[src/rtl/apb_pkg.sv]
// rtl/apb_pkg.sv - shared types and constants for the APB3 requester
// Contents: FSM state enum, APB data width, slot-index width helper.
package apb_pkg;

    typedef enum logic [1:0] {
        IDLE   = 2'd0,
        SETUP  = 2'd1,
        ACCESS = 2'd2
    } apb_state_e;

    localparam int APB_DATA_W = 32;

    // Width of a binary index able to name every peripheral slot (at least 1 bit).
    function automatic int slot_sel_w(input int num_slv);
        return (num_slv > 1) ? $clog2(num_slv) : 1;
    endfunction

endpackage

[src/rtl/apb_master_decode.sv]
// rtl/apb_master_decode.sv - peripheral select decode: 2-bit select -> one-hot PSEL + error flag
// Ports:
//   sel_i      in   2        top address bits of the command
//   psel_o     out  NUM_SLV  one-hot select (all zero on decode error)
//   dec_err_o  out  1        select names a slot that does not exist
module apb_master_decode #(
    parameter int NUM_SLV = 4
) (
    input  logic [1:0]         sel_i,
    output logic [NUM_SLV-1:0] psel_o,
    output logic               dec_err_o
);

    always_comb begin
        psel_o = '0;
        for (int i = 0; i < NUM_SLV; i++) begin
            if (sel_i == 2'(i)) begin
                psel_o[i] = 1'b1;
            end
        end
    end

    assign dec_err_o = ({30'd0, sel_i} >= 32'(NUM_SLV));

endmodule

[src/rtl/apb_master.sv]
// rtl/apb_master.sv - APB3 requester: single-outstanding command -> SETUP/ACCESS with timeout
// Ports:
//   PCLK, PRESET                   clock, asynchronous active-high reset
//   cmd_valid/cmd_ready            command handshake (ready only in IDLE)
//   cmd_write/cmd_addr/cmd_wdata   command payload
//   rsp_valid/rsp_rdata/rsp_err    one-cycle completion pulse
//   PADDR/PSEL/PENABLE/PWRITE/PWDATA  APB requester outputs (registered)
//   PRDATA/PREADY/PSLVERR          per-peripheral completer inputs, slot i at [32i+31:32i]
module apb_master
    import apb_pkg::*;
#(
    parameter int ADDR_W  = 8,
    parameter int NUM_SLV = 4,
    parameter int TIMEOUT = 16
) (
    input  logic                          PCLK,
    input  logic                          PRESET,
    input  logic                          cmd_valid,
    output logic                          cmd_ready,
    input  logic                          cmd_write,
    input  logic [ADDR_W-1:0]             cmd_addr,
    input  logic [APB_DATA_W-1:0]         cmd_wdata,
    output logic                          rsp_valid,
    output logic [APB_DATA_W-1:0]         rsp_rdata,
    output logic                          rsp_err,
    output logic [ADDR_W-1:0]             PADDR,
    output logic [NUM_SLV-1:0]            PSEL,
    output logic                          PENABLE,
    output logic                          PWRITE,
    output logic [APB_DATA_W-1:0]         PWDATA,
    input  logic [NUM_SLV*APB_DATA_W-1:0] PRDATA,
    input  logic [NUM_SLV-1:0]            PREADY,
    input  logic [NUM_SLV-1:0]            PSLVERR
);

    localparam int SEL_W = slot_sel_w(NUM_SLV);
    localparam int CNT_W = $clog2(TIMEOUT) + 1;

    apb_state_e                state_q, state_d;
    logic [ADDR_W-1:0]         paddr_q, paddr_d;
    logic                      pwrite_q, pwrite_d;
    logic [APB_DATA_W-1:0]     pwdata_q, pwdata_d;
    logic [NUM_SLV-1:0]        psel_q, psel_d;
    logic                      penable_q, penable_d;
    logic [SEL_W-1:0]          slot_q, slot_d;
    logic [CNT_W-1:0]          cnt_q, cnt_d;
    logic                      rsp_valid_q, rsp_valid_d;
    logic [APB_DATA_W-1:0]     rsp_rdata_q, rsp_rdata_d;
    logic                      rsp_err_q, rsp_err_d;

    logic [NUM_SLV-1:0]        dec_psel;
    logic                      dec_err;
    logic                      sel_ready;
    logic                      sel_err;
    logic [APB_DATA_W-1:0]     sel_rdata;

    apb_master_decode #(
        .NUM_SLV (NUM_SLV)
    ) u_decode (
        .sel_i     (cmd_addr[ADDR_W-1:ADDR_W-2]),
        .psel_o    (dec_psel),
        .dec_err_o (dec_err)
    );

    // Only the slot latched at accept time is observed; other completers may be busy
    // with nothing or driving garbage.
    always_comb begin
        sel_ready = 1'b0;
        sel_err   = 1'b0;
        sel_rdata = '0;
        for (int i = 0; i < NUM_SLV; i++) begin
            if (slot_q == SEL_W'(i)) begin
                sel_ready = PREADY[i];
                sel_err   = PSLVERR[i];
                sel_rdata = PRDATA[i*APB_DATA_W +: APB_DATA_W];
            end
        end
    end

    always_comb begin
        state_d     = state_q;
        paddr_d     = paddr_q;
        pwrite_d    = pwrite_q;
        pwdata_d    = pwdata_q;
        psel_d      = psel_q;
        penable_d   = penable_q;
        slot_d      = slot_q;
        cnt_d       = cnt_q;
        rsp_valid_d = 1'b0;
        rsp_rdata_d = '0;
        rsp_err_d   = 1'b0;

        case (state_q)
            IDLE: begin
                if (cmd_valid) begin
                    if (dec_err) begin
                        // Nonexistent peripheral: answer immediately without touching the bus.
                        rsp_valid_d = 1'b1;
                        rsp_err_d   = 1'b1;
                    end else begin
                        paddr_d  = cmd_addr;
                        pwrite_d = cmd_write;
                        pwdata_d = cmd_wdata;
                        psel_d   = dec_psel;
                        slot_d   = SEL_W'(cmd_addr[ADDR_W-1:ADDR_W-2]);
                        state_d  = SETUP;
                    end
                end
            end

            SETUP: begin
                penable_d = 1'b1;
                cnt_d     = '0;
                state_d   = ACCESS;
            end

            ACCESS: begin
                // PREADY is tested first so a completion in the timeout cycle still succeeds.
                if (sel_ready) begin
                    state_d     = IDLE;
                    psel_d      = '0;
                    penable_d   = 1'b0;
                    rsp_valid_d = 1'b1;
                    rsp_err_d   = sel_err;
                    rsp_rdata_d = (!pwrite_q && !sel_err) ? sel_rdata : '0;
                end else if (cnt_q == CNT_W'(TIMEOUT - 1)) begin
                    state_d     = IDLE;
                    psel_d      = '0;
                    penable_d   = 1'b0;
                    rsp_valid_d = 1'b1;
                    rsp_err_d   = 1'b1;
                end else begin
                    cnt_d = cnt_q + CNT_W'(1);
                end
            end

            default: begin
                state_d   = IDLE;
                psel_d    = '0;
                penable_d = 1'b0;
            end
        endcase
    end

    always_ff @(posedge PCLK or posedge PRESET) begin
        if (PRESET) begin
            state_q     <= IDLE;
            paddr_q     <= '0;
            pwrite_q    <= 1'b0;
            pwdata_q    <= '0;
            psel_q      <= '0;
            penable_q   <= 1'b0;
            slot_q      <= '0;
            cnt_q       <= '0;
            rsp_valid_q <= 1'b0;
            rsp_rdata_q <= '0;
            rsp_err_q   <= 1'b0;
        end else begin
            state_q     <= state_d;
            paddr_q     <= paddr_d;
            pwrite_q    <= pwrite_d;
            pwdata_q    <= pwdata_d;
            psel_q      <= psel_d;
            penable_q   <= penable_d;
            slot_q      <= slot_d;
            cnt_q       <= cnt_d;
            rsp_valid_q <= rsp_valid_d;
            rsp_rdata_q <= rsp_rdata_d;
            rsp_err_q   <= rsp_err_d;
        end
    end

    assign cmd_ready = (state_q == IDLE);
    assign rsp_valid = rsp_valid_q;
    assign rsp_rdata = rsp_rdata_q;
    assign rsp_err   = rsp_err_q;
    assign PADDR     = paddr_q;
    assign PSEL      = psel_q;
    assign PENABLE   = penable_q;
    assign PWRITE    = pwrite_q;
    assign PWDATA    = pwdata_q;

endmodule

[config.mk]
export PLATFORM = sky130hd
export DESIGN_NAME = apb_master
export DESIGN_NICKNAME = d
export VERILOG_FILES = /design/src/rtl/apb_pkg.sv /design/src/rtl/apb_master_decode.sv /design/src/rtl/apb_master.sv
export SDC_FILE = /design/constraint.sdc
export NUM_CORES = 1
export LEC_CHECK = 0
export CORE_UTILIZATION = 37
export CTS_CLUSTER_SIZE = 16
export DETAILED_ROUTE_END_ITERATION = 16
export PLACE_DENSITY = 0.85
export SETUP_SLACK_MARGIN = 0.05
export SYNTH_ARGS = -nofsm -noshare
export SYNTH_HDL_FRONTEND = slang
export SYNTH_SLANG_ARGS = --single-unit
export TNS_END_PERCENT = 1
[constraint.sdc]
create_clock -name PCLK -period 3.5 [get_ports PCLK]
set_clock_uncertainty 0.15 [all_clocks]
set_input_delay 0.7 -clock PCLK [delete_from_list [all_inputs] [get_ports PCLK]]
set_output_delay 0.7 -clock PCLK [all_outputs]
set_load 0.01 [all_outputs]
* Word level (Yosys, flattened, before mapping) *
Index checks and enable logic that the tools add are counted.

storage, ports and cells
  output and inout port bits = 81
  register bits after elaboration = 89
  word-level logic and storage cells = 77

cells by class
  muxes and demuxes = 38
  reduce and logical (&&, ||, !) cells = 12
  equal/unequal tests = 13
  add/subtract/negate cells = 1
  bitwise logic cells = 2

operator list
  cell                   count
  $mux W32               7
  $mux W1                19
  $mux W4                3
  $pmux W4 S3            1
  $eq A2 B2 Y1 const B   5
  $mux W5                2
  $pmux W5 S2            1
  $eq A2 B1 Y1 const B   3
  $logic_not A2 Y1       3
  $mux W2                3
  $ne A2 B2 Y1 const B   3
  $pmux W2 S3            1
  $reduce_and A2 Y1      3
  $reduce_and A3 Y1      2
  $add A5 B1 Y5 const B  1
  $eq A5 B4 Y1 const B   1
  $ne A3 B3 Y1 const B   1
  $pmux W1 S3            1
  $logic_not A1 Y1       2
  $not A1 Y1             2
  $reduce_bool A2 Y1     1
  $logic_and A1 B1 Y1    1

* Longest topological paths before layout *
  depth in word-level cells = 10
  depth in mapped cells = 6
  mapped depth without buffers = 5

* Hierarchy *
From an unflattened synthesis, not the netlist that was laid out.

unflattened totals
  cell total of the unflattened synthesis = 266
  area, all modules = 4204.0 µm²

by module, submodules not included
  module             instances  area each (µm²)  cells each
  apb_master         1          4166.5           260
  apb_master_decode  1          37.5             6

* Least setup slack after synthesis *
OpenSTA, ideal clock, no wires.

  path type = input to register
  start = input PREADY[3]
  end = register cnt_q[0]
  path buffers = 1
  stages on the path = 4
  data required time = 3225 ps
  data arrival time = 1905 ps
  setup time = 125 ps
  setup slack = 1321 ps
  cell sequence = mux4_2 buf_2 o31a_1 mux2_2

between the ends
  longest elaborated chain between the ends = 3

ends and longest elaborated chain
  item                                line               source
  start: declaration                  apb_master.sv:32   input logic [NUM_SLV-1:0] PREADY,
  $mux W1                             apb_master.sv:72   if (slot_q == SEL_W'(i)) begin
  $ne A2 B2 Y1 (no source line)       --
  $reduce_and A3 Y1 (no source line)  --
  end signal: assignment              apb_master.sv:166  cnt_q <= cnt_d;
  end: declaration                    apb_master.sv:46   logic [CNT_W-1:0] cnt_q, cnt_d;

Every way passes these cells.
A chain may end at the register's enable or synchronous reset.

==> results.cfg <==
[status]
status = finished, final reports clean

[routing]
final_antenna_net_count = 0
wl_um = 11400
remaining_drc_errors = 0
vias_per_cell = 4.90
drtPass1Iterations = 4
first_iter_violations = 109
vias = 3238
wl_per_cell_um = 17.2

[sta]
relSlewSlack_pct = 54.6
min_period_ps = 2650
finalHoldViolations = 0
setup_violations = 0
final-max-slew-violation-count = 0
grt_setup_unrepaired = no
fmax_ghz = 0.377
period_share_pct = 75.8
finalSetupTns_ps = 0
tightest_slew_ps = 680
hold_ws_ps = 349

[logic_synthesis]
synth_seq_cells = 87
synth_most_common_cell = dfrtp_1
ys.flop_type = dfrtp_1
ys_async_sr_fraction_pct = 100
syn_nets = 443
yosysTopAreaCell = dfrtp_1
synth_area_leaders = dfrtp_1 53%, mux4_2 19%, mux2_2 12%, nor2b_2 4.1%, nor2b_1 2.1%
synth_cell_type_count = 32
synth.avg_cell_area_um2 = 15.7
yosysTopAreaCellShare_pct = 53.2
synthCells = 261
synth_edf_count = 0
synthTopCellsByCount = 87 x dfrtp_1, 42 x mux2_2, 34 x mux4_2
synth_warnings = 0
ys_seq_area_share_pct = 53.2
syn_area_mm2 = 0.00409

[power_and_ir_drop]
pwr_density_cell_mw_per_mm2 = 639
power.share.combinational_pct = 49.0
pwr-share-seq_pct = 33.5
switchingPower_mw = 1.32
p_int_mw = 3.18
p_clk_share_pct = 17.5
switching_share_pct = 29.4
worst_ir_drop_vdd_uv = 345
p_leak_nw = 2.83

[clock_network]
h-tree-depth = 3
path_clk_slew_ps = 90
cts.sinks = 87
postCtsSetupBuffers = 0
cts_resized = 0
clock_path_buffers = 2
numCtsBuffers = 9
cts_tree = yes
cts_hold_buf = 0
clkLatencyLatePin_ps = 340
cts_root_buffer = clkbuf_8

[layout]
fin_util_pct = 65.3
syn_to_final_growth_pct = 72.2
drive_above_1_share_pct = 22.6
layout.nets = 698
num_antenna_cells = 0

[global_route]
grt_pass1_vias = 3427
grt_usage_pct = 20.0
grt_pass1_wl_um = 17100
antenna_found_initial = 0
gr-total-overflow = 0
grt_max_degree = 51

[critical_path]
cp_max_fo = 34
cp_slowest_cell = clkdlybuf4s50_1
critPathCaptureType = output pin
critical_path_class = reg -> out
required_ps = 2650
critPathTopFamily = buffers and inverters
worst_ep_arrival_time_ps = 1800
cpPeakStageDelay_ps = 630
cp-start-kind = register
crit_buf_inv = 2
path_cells = buf_4, clkdlybuf4s50_1

[place]
port_buffers = 260
dp_hpwl_um = 9020
place_congestion = 0.772

[min_path]
min_path_type = reg -> reg

[die]
coreArea_mm2 = 0.0108
die_w_um = 107
fp-row-count = 38
floorplan.die_area_mm2 = 0.0115
io_pins = 261
dieHeight_um = 107
start_util_pct = 37.9

[run]
maxCapViolCount = 0
## power by group through the flow
stage               logic (mW)  registers (mW)  clock network, mW
CTS                       2.24            1.51              0.812
finish                    2.21            1.51              0.786
detailed placement        2.24            1.53                  0
global route              2.36            1.56              0.853
global placement          2.19            1.51                  0
floorplan                 1.12            1.63                  0
## cell usage in the layout, fill, tap and decap left out, drive strengths merged
master	instances
a32o	3
a22o	1
clkbuf	12
nor2b	33
or4	2
buf	4
inv	7
clkinv	1
nand3b	1
nand3	3
and3	1
o32ai	1
or3	1
o311ai	1
o2bb2ai	2
ha	2
nand2	1
dfrtp	87
bufinv	2
o31a	1
o211a	1
maj3	1
nand2b	3
mux2i	2
mux2	42
clkdlybuf4s50	260
mux4	34
nor2	4
clkinvlp	1
or4b	1
and2	2
o22a	1
nor3	3
## metal layers
| layer | wire length [um] | share of wire (%) | track usage (%) | vias to the layer above |
|---|---|---|---|---|
| li1 | - | - | - | 1470 |
| met1 | 4050 | 36 | 21.8 | 1588 |
| met2 | 6180 | 54 | 37.2 | 167 |
| met3 | 961 | 8.5 | 5.29 | 13 |
| met4 | 165 | 1.5 | 6.56 | 0 |
| met5 | 0 | 0 | 0 | - |
## path summary, 6_finish.rpt
check / from / endpoint / slack [ps] / cells after the start
max: slot_q[1] / PADDR[7] / 850 / 2
min: PSEL[0] / PSEL[0] / 350 / 1
max reg2reg: PADDR[6] / rsp_rdata[0] / 1370 / 3
min reg2reg: PSEL[0] / PSEL[0] / 350 / 1
max in group asynchronous: PRESET / PADDR[6] / 1880 / 3
min in group asynchronous: PRESET / PWDATA[25] / 620 / 2
## flip-flops by register name, summed over array words and instances, names as in the netlist, 2 cells and up
| register | count |
|---|---|
| PSEL | 4 |
| PADDR | 7 |
| rsp_rdata | 32 |
| PWDATA | 32 |
| state_q | 2 |
| cnt_q | 5 |
## logic make-up (layout without fill, tap and decap cells)
| kind of cell | Yosys count | in the layout | share of synthesized area [%] |
|---|---|---|---|
| AO/OA/AOI/OAI | 11 | 11 | 2.48 |
| multiplexers | 78 | 78 | 30.8 |
| AND/OR/NAND/NOR | 55 | 55 | 9.35 |
| adder cells (fa/ha/maj) | 3 | 3 | 0.856 |
| buffers and inverters | 27 | 287 | 3.36 |
| flip-flops | 87 | 87 | 53.2 |
## layout make-up
cell class | instances | area [um2]
clock buffer | 12 | 155
clock inverter | 4 | 76.3
fill | 820 | 3740
inverter | 7 | 27.5
multi-input combinational | 147 | 1780
sequential | 87 | 2180
tap | 140 | 175
timing repair buffer | 264 | 2660
## metrics by stage
stage          power (mW)  cells  area, um2  setup slack [ps]
6_report             4.50    661       7050               846
5_1_grt              4.77    661       7050               762
4_1_cts              4.57    661       7050               835
3_5_place_dp         3.77    645       6820               706
3_3_place_gp         3.70    645       6820               760
2_1_floorplan        2.76    261       4090               400
Power figures use the tool's default switching activity.
